--- src/rtl/fp16_fma_arbiter.sv ---
// fp16_fma_arbiter: round-robin arbiter/sequencer sharing one FP16
// multiply-then-add pipeline (a*b + c) between NREQ requesters.
//
// This file also holds the two fixed-latency FP16 wrappers
// (fp16_mult_wrapper, fp16_add_wrapper) that the arbiter drives. They
// round to nearest-even, flush subnormals to zero, saturate to Inf and
// have no reset.
//
// Ports (fp16_fma_arbiter):
//   clk, rst                   clock; asynchronous active-high reset
//   req_valid / req_ready      per-requester request / one-hot grant
//   req_{a,b,c}_flat           operands, requester i at [(i+1)*DW-1 -: DW]
//   req_tag_flat               opaque tags, requester i at [(i+1)*TW-1 -: TW]
//   halt                       suppresses all grants while high
//   rsp_valid                  one-hot result strobe to the owning requester
//   rsp_data, rsp_tag          a*b + c and the tag of the returned operation
//   busy, inflight             operations in flight (flag / count)
//   align_err                  sticky wrapper-valid vs sideband mismatch

module fp16_mult_wrapper #(
  parameter int unsigned LAT = 6
) (
  input  logic        clk,
  input  logic        valid_in,
  input  logic [15:0] a,
  input  logic [15:0] b,
  output logic        valid_out,
  output logic [15:0] result
);
  logic              s, a_nan, b_nan, a_inf, b_inf, a_zero, b_zero;
  logic              g, st, inc;
  logic [21:0]       p, n;
  logic signed [7:0] e;
  logic [14:0]       rnd;
  logic [15:0]       res;
  logic [LAT-1:0]    v_q;
  logic [15:0]       r_q [LAT];

  always_comb begin
    s      = a[15] ^ b[15];
    a_nan  = (a[14:10] == 5'h1f) && (a[9:0] != '0);
    b_nan  = (b[14:10] == 5'h1f) && (b[9:0] != '0);
    a_inf  = (a[14:10] == 5'h1f) && (a[9:0] == '0);
    b_inf  = (b[14:10] == 5'h1f) && (b[9:0] == '0);
    a_zero = (a[14:10] == '0);
    b_zero = (b[14:10] == '0);
    p      = {11'b0, 1'b1, a[9:0]} * {11'b0, 1'b1, b[9:0]};
    // Normalise so the hidden bit sits at n[21].
    n      = p[21] ? p : {p[20:0], 1'b0};
    e      = $signed({3'b0, a[14:10]}) + $signed({3'b0, b[14:10]}) - 8'sd15
             + (p[21] ? 8'sd1 : 8'sd0);
    g      = n[10];
    st     = |n[9:0];
    inc    = g & (st | n[11]);
    // A mantissa carry out of rounding ripples into the exponent field.
    rnd    = {e[4:0], n[20:11]} + {14'b0, inc};
    if (a_nan || b_nan || (a_inf && b_zero) || (b_inf && a_zero)) res = 16'h7e00;
    else if (a_inf || b_inf)                                       res = {s, 5'h1f, 10'h0};
    else if (a_zero || b_zero || !n[21] || e <= 0)                 res = {s, 15'h0};
    else if (e >= 31)                                              res = {s, 5'h1f, 10'h0};
    else                                                           res = {s, rnd};
  end

  always_ff @(posedge clk) begin
    v_q[0] <= valid_in;
    r_q[0] <= res;
    for (int unsigned i = 1; i < LAT; i++) begin
      v_q[i] <= v_q[i-1];
      r_q[i] <= r_q[i-1];
    end
  end

  assign valid_out = v_q[LAT-1];
  assign result    = r_q[LAT-1];
endmodule

module fp16_add_wrapper #(
  parameter int unsigned LAT = 11
) (
  input  logic        clk,
  input  logic        valid_in,
  input  logic [15:0] a,
  input  logic [15:0] b,
  output logic        valid_out,
  output logic [15:0] result
);
  logic              sw, sub, x_nan, y_nan, x_inf, y_inf, lost, g, st, inc;
  logic [15:0]       x, y, res;
  logic [4:0]        d, lz;
  logic [25:0]       xw, yf, yw, sum, n;
  logic signed [7:0] e;
  logic [14:0]       rnd;
  logic [LAT-1:0]    v_q;
  logic [15:0]       r_q [LAT];

  always_comb begin
    // x is the operand of larger magnitude, so alignment only shifts y.
    sw    = (b[14:0] > a[14:0]);
    x     = sw ? b : a;
    y     = sw ? a : b;
    sub   = x[15] ^ y[15];
    x_nan = (x[14:10] == 5'h1f) && (x[9:0] != '0);
    y_nan = (y[14:10] == 5'h1f) && (y[9:0] != '0);
    x_inf = (x[14:10] == 5'h1f) && (x[9:0] == '0);
    y_inf = (y[14:10] == 5'h1f) && (y[9:0] == '0);
    d     = x[14:10] - y[14:10];
    xw    = (x[14:10] == '0) ? '0 : {1'b0, 1'b1, x[9:0], 14'b0};
    yf    = (y[14:10] == '0) ? '0 : {1'b0, 1'b1, y[9:0], 14'b0};
    yw    = yf >> d;
    // Bits shifted past the LSB collapse into a sticky LSB; 14 guard bits
    // keep that below the rounding point after any normalisation shift.
    lost  = ((yw << d) != yf);
    yw    = yw | {25'b0, lost};
    sum   = sub ? (xw - yw) : (xw + yw);
    lz    = '0;
    for (int unsigned i = 0; i < 26; i++) begin
      if (sum[i]) lz = 5'(25 - i);
    end
    n     = sum << lz;
    e     = $signed({3'b0, x[14:10]}) + 8'sd1 - $signed({3'b0, lz});
    g     = n[14];
    st    = |n[13:0];
    inc   = g & (st | n[15]);
    rnd   = {e[4:0], n[24:15]} + {14'b0, inc};
    if (x_nan || y_nan || (x_inf && y_inf && sub)) res = 16'h7e00;
    else if (x_inf)                                res = {x[15], 5'h1f, 10'h0};
    else if (!n[25])                               res = {x[15] & ~sub, 15'h0};
    else if (e <= 0)                               res = {x[15], 15'h0};
    else if (e >= 31)                              res = {x[15], 5'h1f, 10'h0};
    else                                           res = {x[15], rnd};
  end

  always_ff @(posedge clk) begin
    v_q[0] <= valid_in;
    r_q[0] <= res;
    for (int unsigned i = 1; i < LAT; i++) begin
      v_q[i] <= v_q[i-1];
      r_q[i] <= r_q[i-1];
    end
  end

  assign valid_out = v_q[LAT-1];
  assign result    = r_q[LAT-1];
endmodule

module fp16_fma_arbiter #(
  parameter int unsigned NREQ  = 4,
  parameter int unsigned DW    = 16,
  parameter int unsigned TW    = 8,
  parameter int unsigned M_LAT = 6,
  parameter int unsigned A_LAT = 11
) (
  input  logic                                 clk,
  input  logic                                 rst,
  input  logic [NREQ-1:0]                      req_valid,
  output logic [NREQ-1:0]                      req_ready,
  input  logic [NREQ*DW-1:0]                   req_a_flat,
  input  logic [NREQ*DW-1:0]                   req_b_flat,
  input  logic [NREQ*DW-1:0]                   req_c_flat,
  input  logic [NREQ*TW-1:0]                   req_tag_flat,
  input  logic                                 halt,
  output logic [NREQ-1:0]                      rsp_valid,
  output logic [DW-1:0]                        rsp_data,
  output logic [TW-1:0]                        rsp_tag,
  output logic                                 busy,
  output logic [$clog2(M_LAT+A_LAT+2)-1:0]     inflight,
  output logic                                 align_err
);
  localparam int unsigned IDW = $clog2(NREQ);
  localparam int unsigned CW  = $clog2(M_LAT + A_LAT + 2);

  logic [IDW-1:0]  rr_ptr_q, rr_ptr_d, gnt_id, scan_idx;
  logic [NREQ-1:0] gnt;
  logic            found, xfer;
  logic [DW-1:0]   a_sel, b_sel, c_sel;
  logic [TW-1:0]   tag_sel;

  // Issue register and sideband pipelines. Stage 0 of the multiply-side
  // sideband is loaded together with the multiplier inputs, so stage M_LAT
  // lines up with the multiplier valid_out.
  logic [DW-1:0]    mul_a_q, mul_b_q;
  logic [M_LAT:0]   sbm_v_q;
  logic [DW-1:0]    sbm_c_q   [M_LAT+1];
  logic [IDW-1:0]   sbm_id_q  [M_LAT+1];
  logic [TW-1:0]    sbm_tag_q [M_LAT+1];
  logic [A_LAT-1:0] sba_v_q;
  logic [IDW-1:0]   sba_id_q  [A_LAT];
  logic [TW-1:0]    sba_tag_q [A_LAT];

  logic            mul_vo, add_vo, rsp_done, mismatch;
  logic [DW-1:0]   mul_out, add_out;

  logic [NREQ-1:0] rsp_valid_q, rsp_valid_d;
  logic [DW-1:0]   rsp_data_q, rsp_data_d;
  logic [TW-1:0]   rsp_tag_q, rsp_tag_d;
  logic [CW-1:0]   inflight_q, inflight_d, mask_q, mask_d;
  logic            align_err_q, align_err_d;

  // Cyclic first-valid scan starting at rr_ptr.
  always_comb begin
    gnt      = '0;
    gnt_id   = '0;
    found    = 1'b0;
    scan_idx = '0;
    for (int unsigned k = 0; k < NREQ; k++) begin
      scan_idx = IDW'((32'(rr_ptr_q) + k) % NREQ);
      if (!found && req_valid[scan_idx]) begin
        found         = 1'b1;
        gnt[scan_idx] = 1'b1;
        gnt_id        = scan_idx;
      end
    end
    req_ready = (rst || halt) ? '0 : gnt;
    xfer      = |req_ready;
    rr_ptr_d  = rr_ptr_q;
    if (xfer) rr_ptr_d = (gnt_id == IDW'(NREQ - 1)) ? '0 : gnt_id + 1'b1;
    a_sel     = req_a_flat[gnt_id*DW +: DW];
    b_sel     = req_b_flat[gnt_id*DW +: DW];
    c_sel     = req_c_flat[gnt_id*DW +: DW];
    tag_sel   = req_tag_flat[gnt_id*TW +: TW];
  end

  always_ff @(posedge clk or posedge rst) begin
    if (rst) begin
      rr_ptr_q <= '0;
      mul_a_q  <= '0;
      mul_b_q  <= '0;
      sbm_v_q  <= '0;
      sba_v_q  <= '0;
      for (int unsigned i = 0; i <= M_LAT; i++) begin
        sbm_c_q[i]   <= '0;
        sbm_id_q[i]  <= '0;
        sbm_tag_q[i] <= '0;
      end
      for (int unsigned i = 0; i < A_LAT; i++) begin
        sba_id_q[i]  <= '0;
        sba_tag_q[i] <= '0;
      end
    end else begin
      rr_ptr_q     <= rr_ptr_d;
      mul_a_q      <= a_sel;
      mul_b_q      <= b_sel;
      sbm_v_q      <= {sbm_v_q[M_LAT-1:0], xfer};
      sbm_c_q[0]   <= c_sel;
      sbm_id_q[0]  <= gnt_id;
      sbm_tag_q[0] <= tag_sel;
      for (int unsigned i = 1; i <= M_LAT; i++) begin
        sbm_c_q[i]   <= sbm_c_q[i-1];
        sbm_id_q[i]  <= sbm_id_q[i-1];
        sbm_tag_q[i] <= sbm_tag_q[i-1];
      end
      sba_v_q      <= {sba_v_q[A_LAT-2:0], sbm_v_q[M_LAT]};
      sba_id_q[0]  <= sbm_id_q[M_LAT];
      sba_tag_q[0] <= sbm_tag_q[M_LAT];
      for (int unsigned i = 1; i < A_LAT; i++) begin
        sba_id_q[i]  <= sba_id_q[i-1];
        sba_tag_q[i] <= sba_tag_q[i-1];
      end
    end
  end

  fp16_mult_wrapper #(.LAT(M_LAT)) u_mul (
    .clk       (clk),
    .valid_in  (sbm_v_q[0]),
    .a         (mul_a_q),
    .b         (mul_b_q),
    .valid_out (mul_vo),
    .result    (mul_out)
  );

  fp16_add_wrapper #(.LAT(A_LAT)) u_add (
    .clk       (clk),
    .valid_in  (mul_vo),
    .a         (sbm_c_q[M_LAT]),
    .b         (mul_out),
    .valid_out (add_vo),
    .result    (add_out)
  );

  // Responses are qualified by the reset-cleared sideband valid, never by
  // the unreset wrapper valid, so stale wrapper pulses cannot leak out.
  always_comb begin
    rsp_done    = sba_v_q[A_LAT-1];
    rsp_valid_d = '0;
    rsp_data_d  = rsp_data_q;
    rsp_tag_d   = rsp_tag_q;
    if (rsp_done) begin
      rsp_valid_d[sba_id_q[A_LAT-1]] = 1'b1;
      rsp_data_d = add_out;
      rsp_tag_d  = sba_tag_q[A_LAT-1];
    end
    inflight_d = inflight_q;
    if (xfer && !rsp_done)      inflight_d = inflight_q + 1'b1;
    else if (!xfer && rsp_done) inflight_d = inflight_q - 1'b1;
    mask_d      = (mask_q != '0) ? mask_q - 1'b1 : mask_q;
    mismatch    = (mul_vo != sbm_v_q[M_LAT]) || (add_vo != sba_v_q[A_LAT-1]);
    align_err_d = align_err_q | ((mask_q == '0) & mismatch);
  end

  always_ff @(posedge clk or posedge rst) begin
    if (rst) begin
      rsp_valid_q <= '0;
      rsp_data_q  <= '0;
      rsp_tag_q   <= '0;
      inflight_q  <= '0;
      mask_q      <= CW'(M_LAT + A_LAT + 1);
      align_err_q <= 1'b0;
    end else begin
      rsp_valid_q <= rsp_valid_d;
      rsp_data_q  <= rsp_data_d;
      rsp_tag_q   <= rsp_tag_d;
      inflight_q  <= inflight_d;
      mask_q      <= mask_d;
      align_err_q <= align_err_d;
    end
  end

  assign rsp_valid = rsp_valid_q;
  assign rsp_data  = rsp_data_q;
  assign rsp_tag   = rsp_tag_q;
  assign inflight  = inflight_q;
  assign busy      = (inflight_q != '0);
  assign align_err = align_err_q;
endmodule

--- config.mk ---
export PLATFORM = sky130hd
export DESIGN_NAME = fp16_fma_arbiter
export DESIGN_NICKNAME = d
export VERILOG_FILES = /design/src/rtl/fp16_fma_arbiter.sv
export SDC_FILE = /design/constraint.sdc
export NUM_CORES = 1
export LEC_CHECK = 0
export ABC_AREA = 1
export CORE_UTILIZATION = 35
export DETAILED_ROUTE_END_ITERATION = 16
export PLACE_DENSITY_LB_ADDON = 0.12
export SYNTH_ARGS = -nofsm -noshare
export SYNTH_HDL_FRONTEND = slang
export SYNTH_SLANG_ARGS = --single-unit
--- constraint.sdc ---
create_clock -name clk -period 18.2 [get_ports clk]
set_clock_uncertainty 0.1 [all_clocks]
set_input_delay 5.46 -clock clk [delete_from_list [all_inputs] [get_ports clk]]
set_output_delay 5.46 -clock clk [all_outputs]
set_load 0.05 [all_outputs]
### Word level (Yosys, flattened, before mapping)

Memories as Yosys holds them, arrays and structs flattened. A register that Yosys moved wholly into a read port is not among the register bits.
Cells that the tools add are included.

* memories kept: 2
* output and inout bits: 39
* RAM bits: 272
* bits in registers: 384
* word-level logic and storage cells: 253
* bits of input ports: 231

Memories
* u_add.r_q: depth 11, bits a word 16, read ports 11, clocked after memory_dff 1, write ports 11, RTL line 94 `logic [15:0] r_q [LAT];`
* u_mul.r_q: depth 6, bits a word 16, read ports 6, clocked after memory_dff 0, write ports 6, RTL line 37 `logic [15:0] r_q [LAT];`

* bitwise logic cells: 14
* reductions and logical operators: 58
* $lt $le $gt $ge: 15
* multipliers: 1
* eq/ne operators: 8
* muxes and demuxes: 76
* shift-type cells: 7
* $add $sub $neg: 17

Operators by type and width (number)
* 64-bit by 7-bit indexed part select with 16-bit output: 3
* 5-bit 2-to-1 mux: 28
* 16-bit 2-to-1 mux: 6
* 15-bit 2-to-1 mux: 5
* 26-bit by 5-bit << shifter with 26-bit output: 2
* 25-bit 2-to-1 mux: 2
* 10-bit zero test: 4
* 10-bit nonzero test: 4
* 32-bit by 6-bit indexed part select with 8-bit output: 1
* 15-bit by 1-bit adder with 15-bit output: 2
* 26-bit adder: 1
* 26-bit 2-to-1 mux: 1
* 26-bit != test: 1
* 26-bit by 1-bit OR with 26-bit output: 1
* 26-bit by 5-bit >> shifter with 26-bit output: 1
* 26-bit subtractor: 1
* 5-bit zero test: 5
* 4-bit 2-to-1 mux: 6
* 1-bit logical AND: 22
* 11-bit by 11-bit multiplier with 22-bit output: 1
* 22-bit 2-to-1 mux: 1
* 5-bit == test, second input constant: 4
* 8-bit by 6-bit greater-or-equal comparator with 1-bit output, second input constant: 2
* 8-bit by 1-bit <= comparator with 1-bit output, second input constant: 2
* other kinds (31): 90

### Logic depth before layout (Yosys ltp)

An unclocked memory read counts as a cell.

* word-level depth: 47
* gate-level depth with buffers: 83
* depth with buffers taken out: 80

### Hierarchy

A second synthesis with hierarchy kept.

* cell total of the unflattened synthesis: 3694
* area total of the unflattened synthesis: 31938.1 um2

By module, submodules not included
* fp16_fma_arbiter: cells an instance 1057, instances 1, seq. area each 9586.7 um2, area each 12871.1 um2
* fp16_add_wrapper: cells an instance 1621, instances 1, seq. area each 3743.6 um2, area each 11115.7 um2
* fp16_mult_wrapper: cells an instance 1016, instances 1, seq. area each 2042.0 um2, area each 7951.4 um2

### Least setup slack after synthesis

OpenSTA, ideal clock, no wires.

* kind: input port to output port
* from: in req_valid[2]
* to: out req_ready[0]
* data required time: 12640 ps
* slack: 5885 ps
* stages: 13
* arrival: 6755 ps
* path buffers: 0
* path through: inv_1 o21ai_0 nand2_1 nand2_1 inv_1 nand2_1 inv_1 nand2_1 nor2_1 a221oi_1 o21ai_0 nand2_1 inv_1

* cells in the longest elaborated chain, start to end: 13
* elaborated cells on any way between the ends: 25
* classes of those cells: mux: 16; bitwise: 3; reduce/logical: 6

Ends and longest elaborated chain
* start, declared: RTL line 155 `input logic [NREQ-1:0] req_valid,`
* 1-bit binary-select mux with 2-bit select: RTL line 207 `if (!found && req_valid[scan_idx]) begin`
* 1-bit 2-to-1 mux (implied by the code): RTL line 207
* 1-bit 2-to-1 mux: RTL line 207
* 1-bit zero test: RTL line 207
* 1-bit logical AND: RTL line 207
* 1-bit 2-to-1 mux: RTL line 207
* 1-bit zero test: RTL line 207
* 1-bit logical AND: RTL line 207
* 1-bit 2-to-1 mux: RTL line 207
* 1-bit zero test: RTL line 207
* 1-bit logical AND: RTL line 207
* 4-bit 2-to-1 mux (*): RTL line 207
* 4-bit 2-to-1 mux (*): RTL line 213 `req_ready = (rst || halt) ? '0 : gnt;`
* end, declared: RTL line 156 `output logic [NREQ-1:0] req_ready,`

Every way passes the cells marked *; elsewhere a longest branch is shown, timed or not. The select of a mux whose other input is x is not followed.

### Worst setup path in the final report

Same ends and word-level chain as after synthesis.

==> flow_summary.ini <==
[status]
status = finished clean

[floorplan]
ios = 270
placementRows = 107
start_util_pct = 35.30
coreArea_um2 = 85150
die_h_um = 295.1
die-area_um2 = 87060
die_x_um = 295.1

[global_routing]
antenna_found_initial = 9
use_met2_pct = 28.05
grt_overflow = 0
grtUsageMet3_pct = 3.451
grt_max_degree = 199
grt_use_met1_pct = 21.01
grt_util_all_layers_pct = 16.76
gr-max-usage-layer = met2
grt_pass1_vias = 21720
grt_pass1_wl_mm = 115.0

[setup_path]
worstSetupPathType = in2out
crit_chain = clkdlybuf4s50_1 > inv_1 > o21ai_0 > nand2_1 > nand2_1 > inv_1 > nand2_1 > inv_1 > nand2_1 > nor2_1 > a221oi_1 > o21ai_0 > nand2_1 > inv_1 > clkdlybuf4s50_1
cp.arrival_ns = 8.14
worstRegToRegCells = 68
cp_slowest_stage_delay_ns = 0.70
path_buf_inv = 6
cp-start-kind = input port
path_common_cell = nand2_1
critPathTopFamily = buffers and inverters
r2r_slack_ns = 4.93
reg2reg_from = sbm_c_q[10]$_DFF_PP0_
timing.rr.end = u_add.r_q[0][9]$_SDFF_PP1_
crit_path_top_delay_cell = clkdlybuf4s50_1
crit_fanout = 5
worstPathRequired_ns = 12.64
crit_path_end_kind = output port

[place]
place_inst = 4579
hpwl_mm = 54.09
finalWeightedCongestion = 0.9191
placed_area_um2 = 33720
port_buffers = 269

[clock_network]
clock_latency_ns = 0.59
cts_buffer_depth = 3
cts_setup_buffers = 0
clk_pin_slew_ns = 0.06
cts_sinks = 672
cts_resized = 0
ctsHtreeMaxLevel = 3
hold_buffers = 0
clockRootBuffer = clkbuf_16
cts_tree = built
cts-buffers-inserted = 67

[sta]
slew_headroom_pct = 33.40
setup_viol = 0
fin_setup_tns_ns = 0
fin_crit_sh_pct = 75.29
grt_setup_unrepaired = no
slew_viol_final = 0
hold_viol = 0
max_freq_mhz = 72.98
timing.final.crit_period_ns = 13.70
tightest_slew_ns = 0.9991

[yosys]
seq_area_frac_synth_pct = 51.14
ys_async_sr_fraction_pct = 56.99
netlist_instances = 3273
synth_edf_count = 0
yosys_register_bits = 672
avgSynthCellArea_um2 = 9.184
synth_ff_type = dfrtp_1
syn_area_um2 = 30060
ys_types = 67
ys_warn_count = 0
synthesis.nets = 3710

[route]
firstDrtPassIters = 6
wirelength_mm = 71.93
antenna_left = 0
drt-vias-per-instance = 4.698
drtIter0Drc = 1251
drc = 0
wl_per_cell_um = 15.31
vias = 22070

[final_layout]
final_cells = 4698
drive_gt1_share_pct = 7.404
final_common_cell = nand2_1
finish.instance_area_um2 = 35900
fin_util_pct = 42.16
finalNetCount = 3941
syn_to_final_growth_pct = 19.43
fillCellCount = 8524
final_cell_mix = 651 x nand2_1, 381 x dfrtp_1, 368 x nand3_1

[worst_hold_path]
hp-start = u_add.r_q[5][6]$_DFF_P_
min_path_type = reg2reg
whs_endpoint = u_add.r_q[6][6]$_DFF_P_
worstHoldPathCells = 0

[run]
max_cap_viol_count = 0
==> registers in the layout (all words and copies together) (netlist names) <==
name,count
align_err,1
inflight,5
mask_q,5
mul_a_q,16
mul_b_q,16
rr_ptr_q,2
rsp_data,16
rsp_tag,8
rsp_valid,4
sba_id_q,22
sba_tag_q,88
sba_v_q,11
sbm_c_q,112
sbm_id_q,14
sbm_tag_q,56
sbm_v_q,7
u_add.r_q,176
u_add.v_q,11
u_mul.r_q,96
u_mul.v_q,6
==> worst reg2reg max path: cells and delay by family (launching register included) <==
family                     cells  cell delay [ns]
and+or+nand+nor               36             5.89
adders and majority gates      7             1.96
AOI/OAI and AO/OA              8             1.78
buffers and inverters         14             2.57
DFF                            1             0.33
xor gates and xnor gates       3             0.54
==> worst max path at each step <==
stage / from / endpoint / cells past startpoint
after floorplan: rst / align_err$_DFF_PP0_ / 1
after global placement: req_valid[2] / req_ready[0] / 15
after detailed placement: req_valid[2] / req_ready[0] / 15
after CTS: req_valid[2] / req_ready[0] / 15
after global routing: sbm_c_q[10]$_DFF_PP0_ / u_add.r_q[0][9]$_SDFF_PP1_ / 68
final: req_valid[2] / req_ready[0] / 15
==> cell usage after synthesis (4+ instances only) <==
master    instances  area [um2]
nand3_1         368        1842
inv_2            21       78.83
nor2_4           10       112.6
buf_4            14       105.1
o21a_1            4       30.03
nor4_1            9       56.30
dfxtp_1         289        5786
a31oi_1           8       50.05
inv_1           338        1269
nand3_2          19       190.2
clkinv_1          6       22.52
clkbuf_1         68       255.2
nor3_1           32       160.2
or2_2             8       50.05
o21ai_2          11       96.34
fa_1             84        1682
xnor2_1          17       148.9
dfrtp_1         381        9534
o21ai_1          19       95.09
buf_2            20       100.1
buf_6            10       112.6
buf_1             8       30.03
nand2_2          35       219.0
nor2_2           15       93.84
nand2_1         652        2447
o32ai_1          56       490.5
xor2_1           43       376.6
nand4_1          48       300.3
o21bai_1         11       82.58
nand3b_1          8       60.06
a21oi_1          72       360.4
ha_1            122        1526
nand2_4           5       56.30
nor2_1          293        1100
o21ai_0         116       580.6
xor2_2            6       97.59
==> per-layer routing <==
layer / up-vias / share of wire, %
li1: 11060 / -
met4: 14 / 3.7
met3: 146 / 5.5
met5: - / 0.13
met2: 599 / 47
met1: 10250 / 43
==> cells by family (layout without fill, tap and decap cells) <==
family          count (synthesis)  count (layout)  share of synthesized area, %
mux                             1               1                       0.03330
other cells                     0               2                             0
compound gates                320             320                         6.618
flops                         672             672                         51.14
xor+xnor                       66              66                         2.073
buf+inv                       490             769                         6.689
fa+ha+maj                     206             206                         10.67
simple gates                 1518            1518                         22.77
==> area by class of cell <==
type	count	area, um2	area share, %
sequential	672	15370	42.82
multi-input combinational	2111	12700	35.38
timing repair buffer	283	2810	7.828
clock buffer	94	1909	5.318
tap	1144	1431	3.987
inverter	369	1401	3.903
clock inverter	23	269.0	0.7493
antenna	2	5.005	0.01394
==> per-stage QoR <==
step,setup WS [ns],hold slack (ns)
6_report,4.498,0.2181
5_1_grt,3.407,0.2281
4_1_cts,4.531,0.2174
3_5_place_dp,4.540,0.2121
3_3_place_gp,4.496,0.2100
2_1_floorplan,2.001,0.2096
Power is left out: the tool's default activity adds up to more than one toggle a clock period on the data nets, which glitch-free logic cannot reach.
